==> config.mk <==
export PLATFORM = sky130hd
export DESIGN_NAME = alu_mdu
export DESIGN_NICKNAME = d
export VERILOG_FILES = /design/src/rtl/alu_mdu.sv
export SDC_FILE = /design/constraint.sdc
export NUM_CORES = 1
export LEC_CHECK = 0
export CAP_MARGIN = 20
export CORE_MARGIN = 5
export CORE_UTILIZATION = 35
export CTS_CLUSTER_DIAMETER = 150
export DETAILED_ROUTE_END_ITERATION = 10
export DONT_BUFFER_PORTS = 1
export PLACE_DENSITY = 0.56
export SETUP_SLACK_MARGIN = 0.4
export SYNTH_ARGS = -nofsm -noshare
export SYNTH_HDL_FRONTEND = slang
export SYNTH_SLANG_ARGS = --single-unit
==> constraint.sdc <==
create_clock -name clk -period 5.05 [get_ports clk]
set_input_delay 1.2625 -clock clk [delete_from_list [all_inputs] [get_ports clk]]
set_output_delay 1.2625 -clock clk [all_outputs]
set_load 0.02 [all_outputs]
==> src/rtl/alu_mdu.sv <==
// alu_mdu: WIDTH-bit ALU with registered, valid/ready-handshaked result.
// Single-cycle AND/OR/ADD/SUB/SLT/SLTU plus a shift-add unsigned multiply
// (MULTU) that retires one multiplier bit per cycle.
// Optional build macro ALU_MDU_OVF_DETECT_EN enables signed-overflow
// reporting on ovf for ADD/SUB; without it ovf is tied to 0.
//
// Handshake: an operation is accepted on a rising edge where
// in_valid && in_ready; in_ready is high only in IDLE. A result is consumed
// on a rising edge where out_valid && out_ready; out_valid is high only in
// DONE and the result/flags are held stable until consumed. Producers must
// hold in_valid until in_ready; requests made while busy are not queued.
// state_dbg exposes the FSM state (0=IDLE, 1=MUL, 2=DONE) for checkers.
module alu_mdu #(
  parameter int WIDTH = 32,
  parameter int CNT_W = $clog2(WIDTH) + 1
) (
  input  logic             clk,
  input  logic             reset,
  input  logic             in_valid,
  output logic             in_ready,
  input  logic [WIDTH-1:0] dataA,
  input  logic [WIDTH-1:0] dataB,
  input  logic [5:0]       Signal,
  output logic             out_valid,
  input  logic             out_ready,
  output logic [WIDTH-1:0] dataOut,
  output logic [WIDTH-1:0] dataHi,
  output logic             zero,
  output logic             err,
  output logic             ovf,
  output logic [1:0]       state_dbg
);

  localparam logic [5:0] F_AND   = 6'b100100;
  localparam logic [5:0] F_OR    = 6'b100101;
  localparam logic [5:0] F_ADD   = 6'b100000;
  localparam logic [5:0] F_SUB   = 6'b100010;
  localparam logic [5:0] F_SLT   = 6'b101010;
  localparam logic [5:0] F_SLTU  = 6'b101011;
  localparam logic [5:0] F_MULTU = 6'b011001;

  typedef enum logic [1:0] {
    S_IDLE = 2'd0,
    S_MUL  = 2'd1,
    S_DONE = 2'd2
  } state_t;

  state_t state;
  state_t state_next;

  // Multiplier working registers
  logic [WIDTH-1:0] mcand;
  logic [WIDTH-1:0] acc;
  logic [WIDTH-1:0] mplier;
  logic [CNT_W-1:0] count;

  // Single-cycle datapath signals
  logic [WIDTH-1:0] sum_ab;
  logic [WIDTH:0]   diff_ab;
  logic             less_s;
  logic [WIDTH-1:0] alu_res;
  logic             alu_err;
  logic             is_mul;
  logic             accept;
  logic             last_iter;

  // Multiply step signals
  logic [WIDTH:0]   mul_sum;
  logic [WIDTH-1:0] acc_next;
  logic [WIDTH-1:0] mplier_next;

  assign in_ready  = (state == S_IDLE);
  assign out_valid = (state == S_DONE);
  assign state_dbg = state;
  assign accept    = in_valid && (state == S_IDLE);
  assign last_iter = (count == CNT_W'(1));

  // SUB as A + ~B + 1; bit WIDTH is the carry out (no borrow when set)
  assign sum_ab  = dataA + dataB;
  assign diff_ab = {1'b0, dataA} + {1'b0, ~dataB} + {{WIDTH{1'b0}}, 1'b1};
  // Signed less-than: differing signs decide directly, else the diff sign
  assign less_s  = (dataA[WIDTH-1] != dataB[WIDTH-1]) ? dataA[WIDTH-1]
                                                      : diff_ab[WIDTH-1];

  // One shift-add step: conditionally add multiplicand, shift {sum,mplier}
  assign mul_sum     = mplier[0] ? ({1'b0, acc} + {1'b0, mcand}) : {1'b0, acc};
  assign acc_next    = mul_sum[WIDTH:1];
  assign mplier_next = {mul_sum[0], mplier[WIDTH-1:1]};

  // Decode funct and compute single-cycle results
  always_comb begin
    alu_res = '0;
    alu_err = 1'b0;
    is_mul  = 1'b0;
    case (Signal)
      F_AND:   alu_res = dataA & dataB;
      F_OR:    alu_res = dataA | dataB;
      F_ADD:   alu_res = sum_ab;
      F_SUB:   alu_res = diff_ab[WIDTH-1:0];
      F_SLT:   alu_res = {{(WIDTH-1){1'b0}}, less_s};
      F_SLTU:  alu_res = {{(WIDTH-1){1'b0}}, ~diff_ab[WIDTH]};
      F_MULTU: is_mul  = 1'b1;
      default: alu_err = 1'b1;
    endcase
  end

  // FSM state register
  always_ff @(posedge clk) begin
    if (reset) state <= S_IDLE;
    else       state <= state_next;
  end

  // FSM next-state logic
  always_comb begin
    state_next = state;
    case (state)
      S_IDLE: if (accept) state_next = is_mul ? S_MUL : S_DONE;
      S_MUL:  if (last_iter) state_next = S_DONE;
      S_DONE: if (out_ready) state_next = S_IDLE;
      default: state_next = S_IDLE;
    endcase
  end

  // Result registers and multiplier datapath
  always_ff @(posedge clk) begin
    if (reset) begin
      mcand   <= '0;
      acc     <= '0;
      mplier  <= '0;
      count   <= '0;
      dataOut <= '0;
      dataHi  <= '0;
      zero    <= 1'b0;
      err     <= 1'b0;
    end else begin
      case (state)
        S_IDLE: begin
          if (accept) begin
            if (is_mul) begin
              mcand  <= dataA;
              acc    <= '0;
              mplier <= dataB;
              count  <= CNT_W'(WIDTH);
            end else begin
              dataOut <= alu_res;
              dataHi  <= '0;
              zero    <= (alu_res == '0);
              err     <= alu_err;
            end
          end
        end
        S_MUL: begin
          acc    <= acc_next;
          mplier <= mplier_next;
          count  <= count - CNT_W'(1);
          if (last_iter) begin
            dataOut <= mplier_next;
            dataHi  <= acc_next;
            zero    <= ({acc_next, mplier_next} == '0);
            err     <= 1'b0;
          end
        end
        default: ;
      endcase
    end
  end

`ifdef ALU_MDU_OVF_DETECT_EN
  logic ovf_q;
  logic ovf_next;

  // Signed overflow for ADD/SUB; every other op (incl. MULTU) reports 0
  always_comb begin
    ovf_next = 1'b0;
    case (Signal)
      F_ADD: ovf_next = (dataA[WIDTH-1] == dataB[WIDTH-1]) &&
                        (sum_ab[WIDTH-1] != dataA[WIDTH-1]);
      F_SUB: ovf_next = (dataA[WIDTH-1] != dataB[WIDTH-1]) &&
                        (diff_ab[WIDTH-1] != dataA[WIDTH-1]);
      default: ovf_next = 1'b0;
    endcase
  end

  // Overflow flag registered alongside the result at acceptance
  always_ff @(posedge clk) begin
    if (reset)       ovf_q <= 1'b0;
    else if (accept) ovf_q <= ovf_next;
  end

  assign ovf = ovf_q;
`else
  assign ovf = 1'b0;
`endif

endmodule

==> out/qor.yml <==
status: "finished, final reports clean"
drtIter0Drc: 1441
r2r_start: "acc[3]$_SDFFE_PP0P_"
place_ws_ps: 40.3
grt_pass1_vias: 13500
hp-start: "mcand[3]$_SDFFE_PP0P_"
drt_pass1_iterations: 5
syn_area_um2: 13900
r2r_end: "zero$_SDFFE_PP0P_"
ctsHtreeMaxLevel: 4
grt_max_degree: 148
vias: 14300
portBuffers: 0
drtAntennaViolNets: 0
io_pins: 145
grt.total_usage_pct: 23.2
crit_chain: "inv_1, ha_4, o21bai_1, a211oi_2, nor3_4, o31ai_4, a211oi_2, a21oi_1, o21bai_1, a21oi_1, nor2_1, nor2_1, o21bai_1, fa_2, o22ai_1, a22oi_1, o21ai_0, a21oi_1, nand4_1, or4_4, o31ai_2"
hold_viol: 0
cts_buffers: 17
n_antenna_cell: 0
rsz0062_at_grt: "false"
worst_slack_ps: 535
power.total_mw: 3.39
synth.distinct_cells: 89
insertion_delay_ps: 440
ff2ff_path_depth: 12
slowest_stage: "or4_4"
synthFlopType: "dfxtp_1"
hp-class: "reg2reg"
arrival_ps: 4870
cts_sinks: 170
tns_ps: 0
synth_edf_count: 0
num-fill-cells: 4180
powerDensity_nw_per_um2: 218
worst_slew_pin_slew_ps: 921
synthesis.nets: 2141
crit_type: "in2reg"
vias_per_cell: 5.84
cts_tree: "done"
routabilityCongestion: 0.969
finalSetupViolCount: 0
required_ps: 5400
routedWlPerCell_um: 21.7
startpoint_type: "primary input"
wl_mm: 53.0
start_util_pct: 35.3
maxCapViolations: 0
final_common_cell: "nand2_1"
antenna_found_initial: 0
fp.dieW_um: 210
max_freq_ghz: 0.221
end_kind: "flop"
hold_depth: 2
peakVddDrop_mv: 0.247
ys_seq_area_share_pct: 24.4
final_nets: 2127
syn_inst: 1926
clock-root-buffer: "clkbuf_16"
rows: 73
drive_gt1_share_pct: 9.62
maxSlewViolCount: 0
p_leak_nw: 6.25
ys_warn_count: 0
grt_pass1_wl_mm: 80.9
syn_area_per_cell_um2: 7.24
syn_to_final_growth_pct: 11.5
max_slew_margin_pct: 38.6
clockBufferDepth: 2
die_h_um: 210
fin_skew_ps: 15.2
synth_seq_cells: 170
dp_hpwl_mm: 41.1
min_period_ps: 4520
final_cell_mix: "nand2_1, nor2_1, a21oi_1, dfxtp_1, ha_1"
critPathMaxStageDelay_ps: 440
synthArstFlopShare_pct: 0
dieArea_um2: 43900
grt-ovfl-total: 0
reg2reg_slack_ps: 870
clk_pin_slew_worst_paths_ps: 70
drc: 0
fin_crit_sh_pct: 89.4
critPathMaxFanout: 5
design.core.area_um2: 39500
hold_end: "mcand[3]$_SDFFE_PP0P_"
[worst max-delay path, delay by kind of cell]
family / cells / cell delay, ps
AOI/OAI and AO/OA: 13 / 2140
adders and majority gates: 2 / 460
buffers and inverters: 1 / 130
and+or+nand+nor: 5 / 900
[flip-flops by register name, summed over array words and instances (netlist names)]
signal,count
acc,32
dataHi,32
dataOut,32
mcand,32
mplier,32
count,6
state_dbg,2
err,1
zero,1
[cells by family after synthesis]
family / count (synthesis) / synth area share, %
other: 1 / 0.0269
AND/OR/NAND/NOR: 698 / 22.9
AO/OA/AOI/OAI: 609 / 28.6
flip-flops: 170 / 24.4
XOR/XNOR: 47 / 2.95
multiplexers: 23 / 1.68
adder cells (fa/ha/maj): 141 / 12.9
buffers and inverters: 237 / 6.58
[routing by layer]
layer  vias to the layer above  part of all wire, %  global-route usage [%]
met5                         -                    0                       0
met4                         0                  3.1                    6.86
met3                        89                  6.7                    3.71
met2                       495                   46                    37.7
met1                      6834                   45                    31.7
li1                       6877                    -                       -
[area by class of cell]
class | count | area (µm²) | area share (%)
inverter | 109 | 412 | 2.65
multi-input combinational | 1519 | 9820 | 63.1
tap | 525 | 657 | 4.22
clock buffer | 18 | 439 | 2.82
sequential | 170 | 3400 | 21.9
clock inverter | 12 | 118 | 0.756
timing repair buffer | 95 | 711 | 4.57
[synthesized netlist by cell type (all sizes together), types with 21 or more instances]
cell    instances  area share (%)
a21o           23             1.2
nor4           22             1.0
a31oi          41             1.9
xnor2          29             1.8
ha            137              12
nor3           32             1.1
buf            22            0.79
nor2b          23             1.0
a211oi         32             1.8
clkbuf        106             2.9
inv           109             2.9
dfxtp         170              24
a21oi         188             6.8
nand2         252             6.8
a311oi         39             2.4
nand3          40             1.4
o21ai         105             3.8
a22oi          21             1.1
nor2          215             5.8
[worst max path at each step]
stage,start,endpoint,cells after the start
global route,dataA[1],zero$_SDFFE_PP0P_,21
global placement,dataA[1],dataOut[0]$_SDFFE_PP0P_,22
CTS,dataA[1],zero$_SDFFE_PP0P_,21
floorplan,dataA[16],zero$_SDFFE_PP0P_,22
finish,dataA[1],zero$_SDFFE_PP0P_,21
detailed placement,dataA[1],dataOut[0]$_SDFFE_PP0P_,22
[repair_timing]
item	4_1_cts	5_1_grt
resized for setup	0	19
endpoints found under the setup margin	0	2
hold buffers	0	0
setup buffers	0	2
[metrics by stage]
| step | hold WS [ps] | instances | utilization [%] | instance area (µm²) |
|---|---|---|---|---|
| global route | 477 | 2448 | 39.3 | 15600 |
| global placement | 450 | 2415 | 37.7 | 14900 |
| detailed placement | 450 | 2415 | 37.7 | 14900 |
| finish | 460 | 2448 | 39.3 | 15600 |
| floorplan | 441 | 1926 | - | 14000 |
| CTS | 462 | 2445 | 39.1 | 15400 |
[power breakdown]
part           total, mW  switching (mW)  internal (mW)
Clock               1.29           0.598          0.694
Sequential          1.37          0.0170           1.35
Combinational      0.728           0.438          0.290
Note: power is estimated with default switching activity, not from simulation.
